[config.mk]
export PLATFORM = sky130hd
export DESIGN_NAME = uart_tx_arbiter
export DESIGN_NICKNAME = d
export VERILOG_FILES = /design/src/rtl/uart_tx_arbiter.sv
export SDC_FILE = /design/constraint.sdc
export NUM_CORES = 1
export LEC_CHECK = 0
export CAP_MARGIN = 5
export CORE_UTILIZATION = 40
export CTS_BUF_LIST = sky130_fd_sc_hd__clkbuf_4
export CTS_CLUSTER_DIAMETER = 60
export DETAILED_ROUTE_END_ITERATION = 10
export MAX_ROUTING_LAYER = met4
export PLACE_DENSITY = 0.75
export SLEW_MARGIN = 20
export SYNTH_ARGS = -nofsm -noshare
export SYNTH_HDL_FRONTEND = slang
export SYNTH_SLANG_ARGS = --single-unit
[constraint.sdc]
create_clock -name i_Clock -period 2.54 [get_ports i_Clock]
set_clock_uncertainty 0.15 [all_clocks]
set_input_delay 0.254 -clock i_Clock [delete_from_list [all_inputs] [get_ports i_Clock]]
set_output_delay 0.254 -clock i_Clock [all_outputs]
set_load 0.05 [all_outputs]
[src/rtl/uart_tx_arbiter.sv]
`default_nettype none
// ============================================================================
//  Module   : uart_tx_arbiter
//  Purpose  : Frame-atomic round-robin arbiter sharing one uart_transmitter
//             between two byte-stream requesters. Port 0 carries
//             debug-peripheral responses. Port 1 carries CPU console output.
//             Once a requester has sent a byte, it keeps the link until it
//             sends the byte marked Last, so frames never interleave.
//  Revision : 1.0  initial release
// ----------------------------------------------------------------------------
//  Parameters
//    TIMEOUT_CYCLES  Number of idle LOCKED cycles after which the lock is
//                    released. Used only when UART_TX_ARB_TIMEOUT_EN is
//                    defined.
//  Build option
//    UART_TX_ARB_TIMEOUT_EN  When defined, a mid-frame lock whose owner stays
//                            idle is released after TIMEOUT_CYCLES cycles.
//                            When undefined, a lock is held indefinitely and
//                            o_Timeout is tied to 0.
//  Ports
//    i_Clock, i_Reset         Clock and asynchronous active-high reset.
//    i_ReqN_Valid/Byte/Last   Requester byte stream (N = 0, 1).
//    o_ReqN_Ready             Combinational. A byte moves when valid && ready.
//    o_Tx_DV, o_Tx_Byte       Registered handshake to the transmitter.
//    i_Tx_Done                One-cycle pulse when the transmitter has
//                             finished sending the byte.
//    o_Grant                  Registered one-hot link owner (00 = unowned).
//    o_Timeout                One-cycle pulse when a lock is released by
//                             the timeout.
// ============================================================================
module uart_tx_arbiter #(
    parameter int unsigned TIMEOUT_CYCLES = 100000
) (
    input  logic       i_Clock,
    input  logic       i_Reset,
    input  logic       i_Req0_Valid,
    input  logic [7:0] i_Req0_Byte,
    input  logic       i_Req0_Last,
    output logic       o_Req0_Ready,
    input  logic       i_Req1_Valid,
    input  logic [7:0] i_Req1_Byte,
    input  logic       i_Req1_Last,
    output logic       o_Req1_Ready,
    output logic       o_Tx_DV,
    output logic [7:0] o_Tx_Byte,
    input  logic       i_Tx_Done,
    output logic [1:0] o_Grant,
    output logic       o_Timeout
);

    // A zero timeout would make the expiry compare wrap to all-ones.
    if (TIMEOUT_CYCLES == 0) begin : g_timeout_range
        $error("uart_tx_arbiter: TIMEOUT_CYCLES must be at least 1");
    end

    typedef enum logic [1:0] {
        S_IDLE   = 2'd0,
        S_SEND   = 2'd1,
        S_LOCKED = 2'd2
    } state_t;

    state_t     r_State;
    logic       r_Tx_DV;
    logic [7:0] r_Tx_Byte;
    logic [1:0] r_Grant;
    logic       r_Last_Grant;   // index of the port that moved the most recent byte
    logic       r_Is_Last;      // byte in flight closes its frame

    logic       w_Sel0;
    logic       w_Sel1;
    logic       w_Xfer;
    logic       w_Expire;

    // Port selection. In IDLE a tie goes to the port that did not move the
    // previous byte. In LOCKED only the owner is offered the link, whether or
    // not it is currently valid. Readies depend only on state, grant and
    // valids, never on i_Tx_Done.
    always_comb begin
        w_Sel0 = 1'b0;
        w_Sel1 = 1'b0;
        case (r_State)
            S_IDLE: begin
                if (i_Req0_Valid && i_Req1_Valid) begin
                    w_Sel0 = r_Last_Grant;
                    w_Sel1 = ~r_Last_Grant;
                end else begin
                    w_Sel0 = i_Req0_Valid;
                    w_Sel1 = i_Req1_Valid;
                end
            end
            S_LOCKED: begin
                w_Sel0 = r_Grant[0];
                w_Sel1 = r_Grant[1];
            end
            default: begin
            end
        endcase
    end

    assign o_Req0_Ready = w_Sel0;
    assign o_Req1_Ready = w_Sel1;
    assign w_Xfer       = (w_Sel0 & i_Req0_Valid) | (w_Sel1 & i_Req1_Valid);

    always_ff @(posedge i_Clock or posedge i_Reset) begin
        if (i_Reset) begin
            r_State      <= S_IDLE;
            r_Tx_DV      <= 1'b0;
            r_Tx_Byte    <= 8'h00;
            r_Grant      <= 2'b00;
            r_Last_Grant <= 1'b1;
            r_Is_Last    <= 1'b0;
        end else begin
            case (r_State)
                S_IDLE, S_LOCKED: begin
                    if (w_Xfer) begin
                        r_Tx_DV      <= 1'b1;
                        r_Tx_Byte    <= w_Sel1 ? i_Req1_Byte : i_Req0_Byte;
                        r_Is_Last    <= w_Sel1 ? i_Req1_Last : i_Req0_Last;
                        r_Grant      <= {w_Sel1, w_Sel0};
                        r_Last_Grant <= w_Sel1;
                        r_State      <= S_SEND;
                    end else if (w_Expire) begin
                        // r_Last_Grant is kept, so the other port wins the next tie.
                        r_Grant <= 2'b00;
                        r_State <= S_IDLE;
                    end
                end
                S_SEND: begin
                    if (i_Tx_Done) begin
                        r_Tx_DV   <= 1'b0;
                        r_Tx_Byte <= 8'h00;
                        if (r_Is_Last) begin
                            r_Grant <= 2'b00;
                            r_State <= S_IDLE;
                        end else begin
                            r_State <= S_LOCKED;
                        end
                    end
                end
                default: begin
                    r_State <= S_IDLE;
                end
            endcase
        end
    end

    assign o_Tx_DV   = r_Tx_DV;
    assign o_Tx_Byte = r_Tx_Byte;
    assign o_Grant   = r_Grant;

`ifdef UART_TX_ARB_TIMEOUT_EN
    logic [31:0] r_Timeout_Count;
    logic        r_Timeout;
    logic        w_Owner_Valid;

    assign w_Owner_Valid = (r_Grant[0] & i_Req0_Valid) | (r_Grant[1] & i_Req1_Valid);

    // The owner is always ready in LOCKED, so an idle owner can never coincide
    // with a transfer. A transfer in the expiry cycle therefore wins.
    assign w_Expire = (r_State == S_LOCKED) && !w_Owner_Valid &&
                      (r_Timeout_Count == (TIMEOUT_CYCLES - 32'd1));

    // Counts consecutive idle LOCKED cycles. The counter sits at zero
    // everywhere else, which covers the clear on transfer and on LOCKED entry.
    always_ff @(posedge i_Clock or posedge i_Reset) begin
        if (i_Reset) begin
            r_Timeout_Count <= 32'd0;
            r_Timeout       <= 1'b0;
        end else begin
            r_Timeout <= w_Expire;
            if ((r_State == S_LOCKED) && !w_Owner_Valid && !w_Expire) begin
                r_Timeout_Count <= r_Timeout_Count + 32'd1;
            end else begin
                r_Timeout_Count <= 32'd0;
            end
        end
    end

    assign o_Timeout = r_Timeout;
`else
    assign w_Expire  = 1'b0;
    assign o_Timeout = 1'b0;
`endif

endmodule
`default_nettype wire

==> results.ini <==
[drt]
drtIter0Drc = 42
vias = 956
drcViolationCount = 0
ant_nets = 0
dr.pass1.iters = 5
vias_per_cell = 5.83
wl_per_cell_um = 14.7
wl_mm = 2.42

[critical_path]
worstSetupStartpointType = input port
arrival_ns = 1.84
critPathMaxFanout = 11
worstPathRequired_ns = 2.14
end_kind = output port
worst-setup-path-type = input port to output port

[pwr]
leakage_nw = 0.584
powerDensity_nw_per_um2 = 1230
ir_drop_mv = 0.649

[clocking]
post-cts-setup-buffer-count = 0
cts_max_path_buffers = 2
tritoncts.num_buffers = 3
clk_latency_ns = 0.29
cts_tree = built
clockRootBuffer = clkbuf_4
clk_pin_slew_worst_paths_ns = 0.10
clock_sinks = 15
htreeDepth = 1

[cells_and_area]
n_antenna_cell = 0
nFillCells = 211
area.sequential_um2 = 377
syn2layout_area_growth_pct = 41.3
drive_gt1_share_pct = 9.56
final_cell_mix = 33 x clkdlybuf4s50_1, 15 x inv_1, 14 x dfrtp_1
layoutNonFillerInstCount = 164
multi_input_area_um2 = 438
layout_commonest_cell = clkdlybuf4s50_1
final_nets = 160

[die]
coreArea_um2 = 2210
die_h_um = 50.3
ios = 37
std_cell_rows = 17
dieArea_um2 = 2530
start_util_pct = 42.2
die_w_um = 50.3

[global_routing]
grt_max_degree = 17
antenna_found_initial = 0
grt_pass1_vias = 959
grt_pass1_wl_mm = 4.13
grt_usage_pct = 22.1
grt_remaining_overflow = 0

[flow_run]
maxCapViolCount = 0

[timing]
max_slew.worst_pin.slew_ns = 0.598
hold_viol = 0
slew_headroom_pct = 60.1
fin_crit_ns = 2.25
period_share_pct = 88.5
grt_setup_unrepaired = no
tns_ns = 0
maxSlewViolCount = 0
finalSetupViolCount = 0
fmaxAchievable_mhz = 445

[logic_synthesis]
async_flop_share_pct = 100
synthesis.instances = 104
synth_seq_area_share_pct = 40.3
synth-seq-cells = 15
syn_area_per_cell_um2 = 8.97
syn_area_um2 = 933
synth_edf_count = 0
synth_ff_type = dfrtp_1
syn-num-nets = 127
netlist-cell-type-count = 34
ys_warn_count = 0

[placed_design]
port_buffers = 35
dp_cells = 160
dp_hpwl_mm = 1.79
place.gp.congestion = 0.848

[status]
outcome = finished, final reports clean

[hold_path]
hp-class = input port to asynchronous set/reset pin

==> what timing repair did <==
item | CTS | global route
hold buffers | 0 | 0
gates resized for setup | 0 | 1
setup endpoints to repair | 0 | 3
==> area by class of cell <==
class / instances / area share [%]
Timing Repair Buffer: 37 / 29.2
Sequential cell: 15 / 28.6
Multi-Input combinational cell: 65 / 33.2
Tap cell: 28 / 2.66
Inverter: 15 / 4.27
Clock buffer: 3 / 1.71
Clock inverter: 1 / 0.380
==> synthesized netlist by cell type, types with 2 or more instances <==
| cell | number | area share, % |
|---|---|---|
| nand4_1 | 7 | 4.7 |
| nor4_1 | 2 | 1.3 |
| buf_6 | 2 | 2.4 |
| nor2b_1 | 2 | 1.3 |
| a21oi_1 | 3 | 1.6 |
| a222oi_1 | 7 | 7.5 |
| nand2_1 | 11 | 4.4 |
| clkbuf_1 | 2 | 0.80 |
| o21a_1 | 7 | 5.6 |
| dfrtp_1 | 14 | 38 |
| nor3_1 | 2 | 1.1 |
| nor2_1 | 2 | 0.80 |
| or2_2 | 2 | 1.3 |
| a311oi_1 | 2 | 1.9 |
| inv_1 | 15 | 6.0 |
| nand2b_1 | 3 | 2.0 |
| buf_2 | 3 | 1.6 |
| o22ai_1 | 2 | 1.3 |
==> registers in the layout, indices dropped and copies added, names as in the netlist <==
register,cells
r_Is_Last,1
o_Tx_Byte,8
o_Tx_DV,1
r_State,2
r_Last_Grant,1
o_Grant,2
==> cells by family after synthesis <==
family | share of synthesized area (%)
flops | 40.3
simple gates | 20.0
other cells | 0.402
buf+inv | 13.3
compound gates | 26.0
==> per-layer routing <==
layer	track usage (%)	part of all wire, %	routed length [um]
met1	27.4	41	1000
met2	34.0	50	1200
met3	3.94	8.2	198
met4	12.5	0.70	17
met5	-	0	0
==> per-stage QoR <==
step | instance area [um^2] | hold slack, ns | setup WS, ns | utilization, % | power [mW]
finish | 1320 | 0.179 | 0.291 | 59.6 | 1.62
global route | 1320 | 0.223 | 0.174 | 59.6 | 1.73
CTS | 1310 | 0.192 | 0.205 | 59.4 | 1.62
detailed placement | 1290 | 0.317 | 0.0546 | 58.1 | 1.47
global placement | 1290 | 0.312 | 0.161 | 58.1 | 1.45
floorplan | 933 | 0.00476 | 0.463 | - | 1.18
==> worst paths after layout <==
path                                        startpoint                       end  slack [ns]  cells after the start
worst max-delay path                      i_Req1_Valid              o_Req1_Ready        0.29                      6
worst min-delay path                           i_Reset    r_State[1]$_DFFE_PP0P_        0.18                      2
worst max register to register  r_State[1]$_DFFE_PP0P_  o_Tx_Byte[5]$_DFFE_PP0P_        0.46                      4
worst min register to register     o_Tx_DV$_DFFE_PP0P_       o_Tx_DV$_DFFE_PP0P_        0.34                      2
max in group asynchronous                      i_Reset  o_Tx_Byte[2]$_DFFE_PP0P_        1.68                      2
min in group i_Clock               o_Tx_DV$_DFFE_PP0P_       o_Tx_DV$_DFFE_PP0P_        0.34                      2
==> power breakdown <==
group	total, mW	switching (mW)	internal, mW
combinational	1.04	0.635	0.403
sequential	0.441	0.0925	0.348
clock	0.143	0.0841	0.0585
==> critical path, cell delays in order <==
cell	delay (ns)
clkdlybuf4s50_1	0.49
nor2b_1	0.17
a22oi_1	0.32
or2_2	0.33
inv_1	0.11
buf_12	0.16
Power figures use the tool's default switching activity.
